--- src/rtl/serial_sub4.sv ---
// serial_sub4: 4-bit bit-serial subtractor computing (a - b - bin) mod 16.
// One bit is processed per clock, LSB first. The result and the borrow-out
// are published together on the edge that enters DONE, and they hold until
// the next operation completes.
module serial_sub4 (
  input  logic       clk,
  input  logic       rst,
  input  logic       start,
  input  logic [3:0] a,
  input  logic [3:0] b,
  input  logic       bin,
  output logic       busy,
  output logic       done,
  output logic [3:0] d,
  output logic       bout
);

  typedef enum logic [1:0] {
    IDLE  = 2'd0,
    SHIFT = 2'd1,
    DONE  = 2'd2
  } state_t;

  state_t     r_state;
  logic [3:0] r_a;
  logic [3:0] r_b;
  logic [3:0] r_acc;
  logic [3:0] r_d;
  logic [1:0] r_cnt;
  logic       r_brw;
  logic       r_busy;
  logic       r_done;
  logic       r_bout;

  logic       w_ai;
  logic       w_bi;
  logic       w_diff;
  logic       w_brwNext;
  logic [3:0] w_accNext;

  // Full-subtractor slice for the bit currently selected by the counter.
  // Each new difference bit enters the accumulator at the MSB, so after
  // four shifts the LSB-first bits sit in their natural positions.
  always_comb begin
    w_ai      = r_a[r_cnt];
    w_bi      = r_b[r_cnt];
    w_diff    = w_ai ^ w_bi ^ r_brw;
    w_brwNext = (~w_ai & w_bi) | (~(w_ai ^ w_bi) & r_brw);
    w_accNext = {w_diff, r_acc[3:1]};
  end

  // Control FSM with the datapath registers. busy and done are registered
  // alongside the state so that each one is high exactly while in its state.
  // A start seen during SHIFT is simply not looked at.
  always_ff @(posedge clk or posedge rst) begin
    if (rst) begin
      r_state <= IDLE;
      r_a     <= 4'd0;
      r_b     <= 4'd0;
      r_acc   <= 4'd0;
      r_d     <= 4'd0;
      r_cnt   <= 2'd0;
      r_brw   <= 1'b0;
      r_busy  <= 1'b0;
      r_done  <= 1'b0;
      r_bout  <= 1'b0;
    end else begin
      case (r_state)
        IDLE, DONE: begin
          r_done <= 1'b0;
          if (start) begin
            r_a     <= a;
            r_b     <= b;
            r_brw   <= bin;
            r_acc   <= 4'd0;
            r_cnt   <= 2'd0;
            r_busy  <= 1'b1;
            r_state <= SHIFT;
          end else begin
            r_busy  <= 1'b0;
            r_state <= IDLE;
          end
        end
        SHIFT: begin
          r_acc <= w_accNext;
          r_brw <= w_brwNext;
          r_cnt <= r_cnt + 2'd1;
          if (r_cnt == 2'd3) begin
            r_d     <= w_accNext;
            r_bout  <= w_brwNext;
            r_busy  <= 1'b0;
            r_done  <= 1'b1;
            r_state <= DONE;
          end
        end
        default: begin
          r_busy  <= 1'b0;
          r_done  <= 1'b0;
          r_state <= IDLE;
        end
      endcase
    end
  end

  assign busy = r_busy;
  assign done = r_done;
  assign d    = r_d;
  assign bout = r_bout;

endmodule

--- config.mk ---
export PLATFORM = sky130hd
export DESIGN_NAME = serial_sub4
export DESIGN_NICKNAME = d
export VERILOG_FILES = /design/src/rtl/serial_sub4.sv
export SDC_FILE = /design/constraint.sdc
export NUM_CORES = 1
export LEC_CHECK = 0
export CAP_MARGIN = 20
export CORE_UTILIZATION = 54
export CTS_CLUSTER_DIAMETER = 200
export DETAILED_ROUTE_END_ITERATION = 16
export PLACE_DENSITY = 0.92
export SYNTH_ARGS = -nofsm -noshare
export SYNTH_HDL_FRONTEND = slang
export SYNTH_SLANG_ARGS = --single-unit
--- constraint.sdc ---
create_clock -name clk -period 3.5 [get_ports clk]
set_input_delay 0.35 -clock clk [delete_from_list [all_inputs] [get_ports clk]]
set_output_delay 0.35 -clock clk [all_outputs]
set_load 0.02 [all_outputs]
After elaboration in Yosys (flattened, before gate mapping)
Cells that the tools add are included.
{ "totals": {"regBits": 24, "latch_bits": 0, "ramBits": 0, "mem_bits_ro": 0, "in_bits": 12, "output_inout_bits": 7, "wordCells": 48, "n_memories": 0} }
{ "classes": {"addsub": 1, "multipliers": 0, "div_mod_pow": 0, "n_lt_le_gt_ge": 1, "n_eq_ne": 5, "shifts": 0, "muxes": 18, "bitwise_logic": 7, "n_reduce_logical": 6} }
{ "op_table": {"columns": ["operator", "n"], "rows": [
  ["two-way mux 1 bit", 8],
  ["one-hot mux 2 bit (2 select lines)", 2],
  ["one-hot mux 4 bit (2 select lines)", 1],
  ["AND reduction 2 bit", 3],
  ["binary-select mux 1 bit (select 2 bit)", 2],
  ["equality test 2 bit (second input constant)", 2],
  ["two-way mux 2 bit", 2],
  ["two-way mux 4 bit", 1],
  ["!= test 2 bit (second input constant)", 2],
  ["one-hot mux 1 bit (2 select lines)", 2],
  ["< comparator 2 x 3 -> 1 bit (second input constant)", 1],
  ["adder 2 x 1 -> 2 bit (second input constant)", 1],
  ["bitwise AND 1 bit", 2],
  ["equality test 2 x 1 -> 1 bit (second input constant)", 1],
  ["logical NOT 2 bit", 1],
  ["inverter 1 bit", 2],
  ["nonzero test 2 bit", 1],
  ["OR reduction 2 bit", 1],
  ["XOR 1 bit", 2],
  ["bitwise OR 1 bit", 1]
]} }

Depth between registers and ports, before layout
{ "depth": {"depth_word": 7, "ltp_mapped": 5, "ltp_nobuf": 5} }

Worst setup path after synthesis
No wires, ideal clock.
{ "synth_path": {"path_type": "reg2reg", "start": "register r_cnt[0]", "end": "register r_acc[3]", "setup_ns": 0.120, "arrival_time_ns": 1.699, "t_required_ns": 3.380, "path_slack_ns": 1.681, "path_stages_with_launch": 5, "path_buffers": 0, "period_less_slack_ns": 1.819, "cell_sequence": "dfrtp_1 -> mux4_2 -> fa_1 -> nand2b_1 -> a31o_1"} }
{ "synth_via": {"elab_chain_len": 5, "word_cells_on_any_way": 7, "cone_classes": "mux: 5; bitwise: 2"} }
{ "synth_rtl": {"columns": ["item", "line_no", "text"], "rows": [
  ["from (decl)", "29", "logic [1:0] r_cnt;"],
  ["from (signal assigned)", "87", "r_cnt <= r_cnt + 2'd1;"],
  ["binary-select mux 1 bit (select 2 bit) (on tied branches)", "45, 46", null],
  ["two-way mux 1 bit (on tied branches)", "45, 46", null],
  ["XOR 1 bit (*) (2 in series)", "47", "w_diff = w_ai ^ w_bi ^ r_brw;"],
  ["one-hot mux 4 bit (2 select lines) (*)", "68", "case (r_state)"],
  ["to (signal assigned)", "85", "r_acc <= w_accNext;"],
  ["to (decl)", "27", "logic [3:0] r_acc;"]
]} }
Mark *: on every way between the ends. The rest lies on a longest branch, timed or not. The select of a mux whose other input is x is not followed.
A chain may end at the register's enable or synchronous reset.

==> impl_metrics.py <==
metrics = {
    "min_path": {
        "hold_class": "in -> async",
    },
    "cells_and_area": {
        "stdcell_count": 112,
        "nets": 102,
        "stdcell_area_sq_um": 1230,
        "layout_commonest_cell": "dfrtp_1",
        "drive_gt1_share_pct": 20.7,
        "syn2layout_area_growth_pct": 20.2,
        "fin_util_pct": 70.7,
        "antenna_cells": 0,
        "mostFrequentLayoutCells": "21 x dfrtp_1, 18 x clkdlybuf4s50_1, 10 x mux2i_1",
    },
    "logic_synthesis": {
        "yosys_warnings": 0,
        "synth_top_family_by_area": "multiplexers",
        "synth_compound_area_share_pct": 1.59,
        "synthTopCellsByArea": "dfrtp_1 51%, mux2_4 12%, mux2i_1 9.8%",
        "synth_cell_types": 18,
        "synth-xor-area-share_pct": 0.854,
        "synth.cell_area_sq_um": 1030,
        "synth_top_cell_area_share_pct": 51.2,
        "synthSimpleGateAreaFrac_pct": 8.54,
        "synth_top_area_cell": "dfrtp_1",
        "synthCells": 68,
        "ys_seq_elements": 21,
        "synthAdderAreaFrac_pct": 3.17,
        "syn_area_per_cell_sq_um": 15.1,
        "syn_nets": 82,
        "synth.area.mux_share_pct": 30.2,
        "yosysSeqAreaShare_pct": 51.2,
    },
    "routing": {
        "drtPass1Iterations": 2,
        "wire_per_inst_microns": 13.7,
        "initialDrtViolationCount": 2,
        "drc_errors": 0,
        "vias": 586,
        "viasPerCell": 5.23,
        "final_antenna_net_count": 0,
        "drt_wl_total_microns": 1530,
    },
    "worst_setup_path": {
        "crit_path_max_incr_delay_ns": 0.70,
        "critical_path_class": "reg -> out",
        "reg2reg_depth": 4,
        "path_depth": 1,
        "crit_slowest_cell": "clkdlybuf4s50_1",
        "crit_family": "buffers and inverters",
        "cp.arrival_ns": 1.66,
        "path_max_fanout": 12,
        "setup.worst_path.start_class": "flip-flop",
        "required_ns": 3.15,
        "crit_path_cell_trace": "clkdlybuf4s50_1",
        "critPathCaptureType": "primary output",
        "cp_num_buf_inv": 1,
    },
    "sta": {
        "rsz0062_at_grt": "false",
        "finalSetupViolCount": 0,
        "fin_ws_ns": 1.49,
        "skew_ns": 0.00132,
        "slew_headroom_pct": 47.4,
        "hold_slack_ns": 0.481,
        "post-route-period-util_pct": 57.4,
        "fin_setup_tns_ns": 0,
        "period_minus_slack_ns": 2.01,
        "drv_slew": 0,
        "worstMarginPinSlew_ns": 0.788,
        "hold_viol": 0,
        "fmax_mhz": 498,
    },
    "cts": {
        "clk_pin_slew_ns": 0.11,
        "insertion_delay_ns": 0.30,
        "clock_sinks": 21,
        "cts_root_buf": "clkbuf_4",
        "cts-hold-fix-buffers": 0,
        "cts_buffers": 3,
        "h-tree-depth": 1,
        "clk_path_buf_depth": 2,
        "tritoncts": "built",
        "cts_resized": 0,
        "postCtsSetupBuffers": 0,
    },
    "floorplan": {
        "core_sq_um": 1750,
        "dieArea_sq_um": 2080,
        "fp.dieH_microns": 45.6,
        "start_util_pct": 58.8,
        "boundaryPins": 19,
        "die_x_microns": 45.6,
        "num_rows": 15,
    },
    "global_routing": {
        "grt_antenna_before_repair": 0,
        "grt_usage_pct": 18.0,
        "grt_max_degree": 22,
        "grt.overflow.total": 0,
        "grt_pass1_vias": 582,
        "grt_pass1_wl_microns": 2620,
    },
    "placement": {
        "place_inst": 108,
        "post-place-ws_ns": 1.58,
        "globalplace.congestion": 0.718,
        "hpwlAfterDp_microns": 1130,
        "place_area_sq_um": 1210,
        "port_buffers": 18,
    },
    "flow_run": {
        "maxCapViolCount": 0,
    },
    "power": {
        "max-vdd-ir-drop_v": 0.000461,
        "finalPower_mw": 1.12,
        "combPwrFrac_pct": 47.3,
        "power_density_nw_per_um2": 906,
        "p_leak_nw": 0.573,
        "power_frac_seq_pct": 42.4,
        "p_switching_mw": 0.382,
        "clockPowerShare_pct": 10.3,
        "p_int_mw": 0.736,
        "sw_frac_of_total_pct": 34.2,
    },
    "outcome": {
        "status": "completed",
    },
}
==> metal layers <==
layer  global-route usage (%)  up-vias  routed length [microns]
met5                        0        -                        0
met4                     9.09        0                       18
met3                     2.78        2                       59
met2                     29.7       16                      730
met1                     22.9      293                      721
li1                         -      275                        -
==> state kept, by name, indices dropped and copies added, names as in the netlist <==
| name | cells |
|---|---|
| bout | 1 |
| r_cnt | 2 |
| r_brw | 1 |
| d | 4 |
| r_acc | 3 |
| r_a | 4 |
| r_state | 2 |
| r_b | 4 |
==> power by group through the flow <==
stage	clock network (mW)	logic, mW	registers, mW
after floorplan	0	0.395	0.474
after global placement	0	0.512	0.474
after detailed placement	0	0.537	0.479
after CTS	0.119	0.538	0.475
after global routing	0.129	0.582	0.491
final	0.115	0.529	0.474
==> path summary, 6_finish.rpt <==
check / endpoint / startpoint / slack [ns]
min: bout / rst / 0.48
max reg2reg: r_acc[3] / r_cnt[0] / 1.58
max in group asynchronous: r_state[0] / rst / 2.53
max: busy / r_state[0] / 1.49
min reg2reg: bout / bout / 0.51
min in group clk: bout / bout / 0.51
==> layout make-up <==
class | count | area, sq um
Fill cell | 131 | 512
Tap cell | 25 | 31.3
Multi-Input combinational cell | 40 | 455
Inverter | 4 | 15.0
Timing Repair Buffer | 18 | 180
Sequential cell | 21 | 526
Clock buffer | 4 | 26.3
==> cells in the mapped netlist, drive strengths merged <==
master / number
nand3b: 1
xnor2: 1
or2: 1
fa: 1
nor3b: 3
mux2i: 10
nand2b: 5
a31o: 1
dfrtp: 21
a21o: 1
buf: 3
mux2: 12
and2b: 1
inv: 4
ha: 1
mux4: 2
==> cell families after synthesis <==
logic type,after synthesis
compound gates,2
xor+xnor,1
fa+ha+maj,2
buf+inv,7
flops,21
mux,24
simple gates,11
Note: power is estimated with default switching activity, not from simulation.
